[src/rtl/alu_share_ctrl.sv]
// Round-robin scheduler that shares one external combinational ALU between two
// requesters. Only one op is in flight at a time: IDLE -> EXEC -> RESP.
module alu_share_ctrl #(
   parameter int WIDTH = 16
) (
   input  logic             clk,
   input  logic             rst_n,
   input  logic             req0_valid,
   input  logic [1:0]       req0_op,
   input  logic [WIDTH-1:0] req0_a,
   input  logic [WIDTH-1:0] req0_b,
   output logic             req0_ready,
   input  logic             req1_valid,
   input  logic [1:0]       req1_op,
   input  logic [WIDTH-1:0] req1_a,
   input  logic [WIDTH-1:0] req1_b,
   output logic             req1_ready,
   output logic             rsp0_valid,
   input  logic             rsp0_ready,
   output logic             rsp1_valid,
   input  logic             rsp1_ready,
   output logic [WIDTH-1:0] rsp_result,
   output logic             rsp_zero,
   output logic             rsp_err,
   output logic [WIDTH-1:0] alu_data1,
   output logic [WIDTH-1:0] alu_data2,
   output logic [1:0]       alu_control,
   input  logic [WIDTH-1:0] alu_result,
   input  logic             alu_zero,
   output logic             busy
);

   typedef enum logic [1:0] {
      IDLE = 2'b00,
      EXEC = 2'b01,
      RESP = 2'b10
   } state_t;

   localparam logic [1:0] OP_ILLEGAL = 2'b11;

   state_t state;
   state_t state_nxt;
   logic   last_grant;
   logic   owner;
   logic   grant0;
   logic   grant1;
   logic   owner_rsp_ready;

   // On a tie the port that did not win last time is granted.
   assign grant0 = req0_valid && (!req1_valid || last_grant);
   assign grant1 = req1_valid && (!req0_valid || !last_grant);

   assign req0_ready      = (state == IDLE) && grant0;
   assign req1_ready      = (state == IDLE) && grant1;
   assign owner_rsp_ready = owner ? rsp1_ready : rsp0_ready;

   assign rsp0_valid = (state == RESP) && !owner;
   assign rsp1_valid = (state == RESP) && owner;
   assign busy       = (state != IDLE);

   always_comb begin
      // NOTE: default assigned first so no path through the case leaves state_nxt unassigned (no latch).
      state_nxt = state;
      case (state)
         IDLE:    if (grant0 || grant1) state_nxt = EXEC;
         EXEC:    state_nxt = RESP;
         RESP:    if (owner_rsp_ready) state_nxt = IDLE;
         default: state_nxt = IDLE;
      endcase
   end

   always_ff @(posedge clk or negedge rst_n) begin
      // NOTE: non-blocking assignments for all registered state so every flop samples pre-edge values.
      if (!rst_n) state <= IDLE;
      else        state <= state_nxt;
   end

   always_ff @(posedge clk or negedge rst_n) begin
      if (!rst_n) begin
         last_grant  <= 1'b1;
         owner       <= 1'b0;
         alu_data1   <= '0;
         alu_data2   <= '0;
         alu_control <= OP_ILLEGAL;
         rsp_result  <= '0;
         rsp_zero    <= 1'b0;
         rsp_err     <= 1'b0;
      end else begin
         case (state)
            IDLE: begin
               if (req0_ready) begin
                  alu_control <= req0_op;
                  alu_data1   <= req0_a;
                  alu_data2   <= req0_b;
                  owner       <= 1'b0;
                  last_grant  <= 1'b0;
               end else if (req1_ready) begin
                  alu_control <= req1_op;
                  alu_data1   <= req1_a;
                  alu_data2   <= req1_b;
                  owner       <= 1'b1;
                  last_grant  <= 1'b1;
               end
            end
            EXEC: begin
               // An illegal op reports an error with a clean zero result/flag.
               rsp_err <= (alu_control == OP_ILLEGAL);
               if (alu_control == OP_ILLEGAL) begin
                  rsp_result <= '0;
                  rsp_zero   <= 1'b0;
               end else begin
                  rsp_result <= alu_result;
                  rsp_zero   <= alu_zero;
               end
            end
            RESP: begin
               if (owner_rsp_ready) alu_control <= OP_ILLEGAL;
            end
            default: ;
         endcase
      end
   end

endmodule
[config.mk]
export PLATFORM = sky130hd
export DESIGN_NAME = alu_share_ctrl
export DESIGN_NICKNAME = d
export VERILOG_FILES = /design/src/rtl/alu_share_ctrl.sv
export SDC_FILE = /design/constraint.sdc
export NUM_CORES = 1
export LEC_CHECK = 0
export ABC_AREA = 1
export CORE_ASPECT_RATIO = 0.6
export CORE_MARGIN = 1.5
export CORE_UTILIZATION = 34
export DETAILED_ROUTE_END_ITERATION = 10
export PLACE_DENSITY = 0.86
export SLEW_MARGIN = 20
export SYNTH_ARGS = -nofsm -noshare
export SYNTH_HDL_FRONTEND = slang
export SYNTH_SLANG_ARGS = --single-unit
[constraint.sdc]
create_clock -name clk -period 1.35 [get_ports clk]
set_input_delay 0.27 -clock clk [delete_from_list [all_inputs] [get_ports clk]]
set_output_delay 0.27 -clock clk [all_outputs]
set_load 0.1 [all_outputs]
==> results of run 1 <==
## cell usage after synthesis, types with 2 or more instances
master / count
buf_2: 3
buf_6: 3
nand3_4: 2
a22o_1: 17
nand2_2: 4
buf_8: 2
clkbuf_2: 2
o21ai_0: 25
clkbuf_1: 2
a21oi_1: 34
dfstp_2: 3
inv_1: 8
nand2_1: 47
nor2_1: 38
nand3_1: 6
o21ai_1: 7
dfrtp_1: 53
## state kept, by name (all words and copies together) (netlist names)
name and cells:
alu_data1 16, alu_data2 16, rsp_result 16, alu_control 2, state 2, last_grant 1, owner 1, rsp_err 1
rsp_zero 1
## cell type report
class / instances / area share
repair buffers: 180 / 0.454
flip-flops and latches: 56 / 0.258
inverters: 11 / 0.0128
clock inverters: 1 / 0.00548
well taps: 87 / 0.0199
multi-input cells: 187 / 0.220
repair inverters: 1 / 0.00160
clock buffers: 7 / 0.0279
## cell usage in the layout (no fill, tap or decap), types with 2 or more instances in the layout
| cell type | n |
|---|---|
| o21ai_0 | 2 |
| nand3_4 | 2 |
| nand2_4 | 3 |
| clkbuf_8 | 2 |
| nor2_4 | 4 |
| clkinv_4 | 3 |
| nand2_1 | 39 |
| nand2_2 | 10 |
| buf_12 | 63 |
| buf_4 | 12 |
| o21ai_1 | 4 |
| o21ai_4 | 2 |
| nand3_1 | 4 |
| o21ai_2 | 24 |
| inv_1 | 4 |
| dfstp_4 | 2 |
| dfrtp_1 | 53 |
| clkdlybuf4s50_1 | 87 |
| a21oi_2 | 8 |
| nor2_1 | 34 |
| a22o_1 | 17 |
| dlygate4sd2_1 | 2 |
| a21oi_1 | 26 |
| buf_6 | 8 |
| clkbuf_16 | 9 |
| nand2_8 | 4 |
| nand3_2 | 2 |
## per-stage QoR
stage,utilization,std cells
after floorplan,-,264
after global placement,0.685,499
after detailed placement,0.685,499
after CTS,0.738,520
after global routing,0.796,530
final,0.796,530
## layer usage
layer  track usage  part of all wire
met2         0.386              0.49
met4        0.0708             0.015
met5             0                 0
met3        0.0848             0.084
met1         0.269              0.41
## logic make-up (layout without fill, tap and decap cells)
kind of cell | after synthesis | count (layout)
flip-flops | 56 | 56
buffers and inverters | 25 | 200
AND/OR/NAND/NOR | 100 | 104
AO/OA/AOI/OAI | 83 | 83
## how the worst min path moves through the flow
stage | slack, ns | cells after the start | endpoint | start
floorplan | -0.03 | 0 | alu_data1[0] | rst_n
detailed placement | 0.25 | 1 | state[1] | rst_n
global route | 0.50 | 2 | rsp_result[10] | rst_n
finish | 0.46 | 2 | rsp_result[2] | rst_n
global placement | 0.24 | 1 | state[0] | rst_n
CTS | 0.48 | 2 | rsp_result[10] | rst_n
## repair_timing
| action | in CTS | in global routing |
|---|---|---|
| pin swaps | 4 | 20 |
| endpoints found under the setup margin | 56 | 59 |
| hold endpoints to repair | 12 | 0 |
| cloned | 1 | 9 |
| gates resized for setup | 22 | 84 |
| hold buffers | 1 | 0 |
| buffers inserted | 11 | 2 |
==> impl_results.md, run 1 <==
* Predominant post-synthesis flop cell: dfrtp_1
* Pre-CTS WS at -0.443 ns
* FF+latch area at 1410 um^2
* Yosys top cell area share at 0.532
* Die area at 7870 um^2
* Largest family of logic cells by synthesized area: compound AO/OA/AOI/OAI gates
* XOR/XNOR Fraction of Synth Area at 0
* Critical path buffers and inverters at 2
* WP depth at 4
* Detailed Place HPWL at 6280 um
* Clock Skew at 0.00631 ns
* Hold/Removal Path Class: primary input to asynchronous set/reset pin
* Endpoints failing setup at 52
* Crit-path cells: nand2_2, nand3_4, clkinvlp_4, buf_12
* CP delay by family, top: flip-flops
* Post-synthesis cell count at 264
* Root Driver: clkbuf_16
* Syn_nets at 355
* Clk pin slew, worst setup/hold paths at 0.07 ns
* Final hold vios at 0
* Final antenna-violating net count at 0
* Rel. slew slack at 0.692
* Synth Cell Area at 2490 um^2
* Sink Count at 56
* Port-buffer cells at 147
* Global-route wire length before repair at 14,200 um
* Worst r2r src: last_grant
* Core area at 6880 um^2
* Cts bufs inserted at 5
* Crit Path Max Fanout at 2
* Area fraction in compound gates after synthesis at 0.192
* DR DRC count at 0
* CP Class: register to primary output
* Post-DR vias/cell at 5.34
* Post-place instance area at 4710 um^2
* Post-synthesis mux area share at 0
* Pre-antenna DRT Iters at 4
* CP max-delay cell: dfstp_2
* H-tree levels at 2
* Clk buf depth at 2
* Clock period minus worst slack at 1.62 ns
* RSZ-0062 raised after global routing: yes
* Gpl congestion at 0.820
* Register area share after synthesis at 0.564
* Post-synthesis adder-cell area fraction at 0
* Layout area overhead at 120%
* Average routed wire per standard cell at 20.4 um
* Initial antenna violation count at 0
* Number of flops mapped to enable cells by yosys at 0
* Worst path max stage delay at 0.56 ns
* Multi-input logic area at 1200 um^2
* Max-cap check violation count at 0
* Cell accounting for the most synthesized area: dfrtp_1
* Boundary pin count at 148
* Drt total wl at 10,800 um
* Filler instances at 390
* Critical path origin: last_grant
* Clock Latency Late Sink at 0.29 ns
* Total Neg Setup Slack at -6.72 ns
* CTS tree: done
* Largest net degree at the start of global routing at 30
* Starting Density at 0.362
* Ys Warns at 0
* Finished Cell Area at 5480 um^2
* Number of DRC markers in iteration 0 at 179
* Mapped Avg Cell Area at 9.44 um^2
* R2R depth at 10
* Fraction of registers with async set or reset after synthesis at 1.00
* Failing checks: negative setup slack
* CP Data Arrival Time at 1.35 ns
* Final setup margin at -0.275 ns
* Fraction of layout cells with a size suffix above 1 at 0.381
* Worst Max-Slew Pin Slew at 0.462 ns
* Crit. End Element: primary output
* Critical path endpoint: req1_ready
* RR Endpoint: alu_control[1]
* Critical Path Source Type: register
* R2R setup slack at -0.26 ns
* Antenna cells at 0
* Rows at 23
* Die Y at 69.3 um
* Synth top area cells: dfrtp_1 53%, nand2_1 7.1%, a21oi_1 6.8%
* Required time worst endpoint at 1.08 ns
* Hold_ws at 0.464 ns
* Final max-slew violation count at 0
* Vias in the first global route at 2,875
* Yosys reg bits at 56
* Final Cycle Share at 1.20
* Fmax at 0.616 GHz
* GRT overflow at 0
* Unique masters post-synth at 25
* Die X at 114 um
* Vias post-DR at 2,828
* GRT Total Usage at 0.228
* Final nets at 533
* Status: finished, violations left
* Synth Area in Simple Gates at 0.176
Power of run 1 is not shown: default switching activity piles up to over one toggle a cycle in this logic, so the estimate is an artifact.
==> inputs of run 2 (changes only) <==
- CTS_CLUSTER_DIAMETER: unset -> 120
- GPL_ROUTABILITY_DRIVEN: unset -> 0
==> results of run 2 <==
The final DEF is identical to that of run 1; final timing and power are the same.
Power of run 2 is left out for the same reason.
==> inputs of run 3 (changes only) <==
- PLACE_DENSITY: 0.86 -> 0.77
==> run 3 against run 2 <==
The flow still finishes with violations (negative setup slack). Worst setup slack gained 0.034 ns. Register-to-register slack better by 0.04 ns. Critical path depth increased by 1. Wire length is 5.1% lower. Via count is 2.9% lower. First-iteration DRC count is 23% higher. Maximum frequency rose by 2.1%.
==> impl_results.md, run 3 (synthesis results as in run 1) <==
* Crit. End Element: primary output
* Filler instances at 406
* Rel. slew slack at 0.795
* Largest net degree at the start of global routing at 57
* Hold_ws at 0.528 ns
* Final max-slew violation count at 0
* Critical Path Source Type: register
* Core area at 6880 um^2
* Fraction of layout cells with a size suffix above 1 at 0.325
* CTS tree: done
* Sink Count at 56
* Vias in the first global route at 2,747
* Crit Path Max Fanout at 2
* Root Driver: clkbuf_16
* Max-cap check violation count at 0
* Final Cycle Share at 1.18
* Post-place instance area at 4680 um^2
* RSZ-0062 raised after global routing: yes
* GR peak layer: met2
* Clock period minus worst slack at 1.59 ns
* Finished Cell Area at 5350 um^2
* Hold/Removal Path Class: primary input to register
* CP Class: register to primary output
* GRT overflow at 0
* Largest regs: alu_data1 (16), alu_data2 (16), rsp_result (16)
* Pre-antenna DRT Iters at 5
* Average routed wire per standard cell at 19.4 um
* Initial antenna violation count at 0
* Die area at 7870 um^2
* Global-route wire length before repair at 14,000 um
* Worst Max-Slew Pin Slew at 0.308 ns
* Status: finished, violations left
* Number of DRC markers in iteration 0 at 221
* Die Y at 69.3 um
* Global Route met2 Usage at 0.381
* Hold depth at 3
* Crit-path cells: inv_2, nand2_2, nand3_4, clkinv_4, buf_12
* Detailed Place HPWL at 6190 um
* Routing usage on met3 at 0.0682
* Required time worst endpoint at 1.08 ns
* DR DRC count at 0
* Failing checks: negative setup slack
* Worst path max stage delay at 0.54 ns
* Final setup margin at -0.241 ns
* Util after Layout at 0.778
* Clock Skew at 0.00452 ns
* Drt total wl at 10,300 um
* Layout area overhead at 115%
* RR Endpoint: alu_data2[0]
* CP Data Arrival Time at 1.32 ns
* Clk buf depth at 2
* Final hold vios at 0
* H-tree levels at 2
* Boundary pin count at 148
* Endpoints failing setup at 62
* Post-DR vias/cell at 5.18
* Hold_sp: req0_b[1]
* Worst r2r src: state[1]
* Vias post-DR at 2,747
* GRT Total Usage at 0.227
* Final nets at 533
* Clock Latency Late Sink at 0.29 ns
* Final antenna-violating net count at 0
* Met1 Use GR at 0.297
* Port-buffer cells at 147
* CP max-delay cell: dfstp_2
* Fmax at 0.629 GHz
* Commonest non-fill, non-tap cell in the layout: clkdlybuf4s50_1
* R2R setup slack at -0.22 ns
* Rows at 23
* Clk pin slew, worst setup/hold paths at 0.07 ns
* Pre-CTS WS at -0.402 ns
* Leading cell types in the layout, fill and taps excluded: 87 x clkdlybuf4s50_1, 63 x buf_12, 53 x dfrtp_1, 42 x nand2_1, 35 x nor2_1
* R2R depth at 8
* Starting Density at 0.362
* WHS Endpoint: alu_data2[1]
* Die X at 114 um
* Antenna cells at 0
* Cts bufs inserted at 5
run 3: area by class of cell:
cell class | count | area, um^2 | share of cell area
clock buffer | 6 | 139 | 0.0259
clock inverter | 2 | 10.0 | 0.00187
inverter | 11 | 60.1 | 0.0112
multi-input combinational | 187 | 1120 | 0.210
sequential | 56 | 1410 | 0.264
tap | 87 | 109 | 0.0203
timing repair buffer | 181 | 2500 | 0.467
run 3: worst max-delay path by stage:
stage	endpoint	slack, ns	depth (start not counted)	start
2_1_floorplan	req1_ready	-0.15	4	last_grant
3_3_place_gp	alu_data1[14]	-0.33	6	req1_valid
3_5_place_dp	alu_data1[9]	-0.40	6	req0_valid
4_1_cts	req0_ready	-0.23	5	last_grant
5_1_grt	alu_data2[0]	-0.29	8	state[1]
6_report	req0_ready	-0.24	5	last_grant
run 3: through the flow:
step	cells	TNS [ns]
detailed placement	497	-13.38
global placement	497	-11.73
floorplan	264	-1.33
CTS	517	-5.28
finish	530	-9.44
global route	530	-13.19
run 3: repair_timing:
item / 4_1_cts / 5_1_grt
endpoints found under the hold margin: 53 / 0
pin swaps: 4 / 3
hold buffers: 1 / 0
setup endpoints to repair: 54 / 43
buffers inserted: 7 / 9
cloned: 4 / 5
resized for setup: 32 / 48
run 3: critical path, delay by kind of cell (launching register included):
| kind | cells | cell delay [ns] |
|---|---|---|
| simple gates | 2 | 0.18 |
| buf+inv | 3 | 0.30 |
| flops | 1 | 0.54 |
run 3: metal layers:
| metal | part of all wire | vias up |
|---|---|---|
| met2 | 0.48 | 144 |
| met3 | 0.087 | 13 |
| met5 | 0 | - |
| met1 | 0.42 | 1338 |
| met4 | 0.013 | 0 |
| li1 | - | 1252 |
Power of run 3 is left out for the same reason.
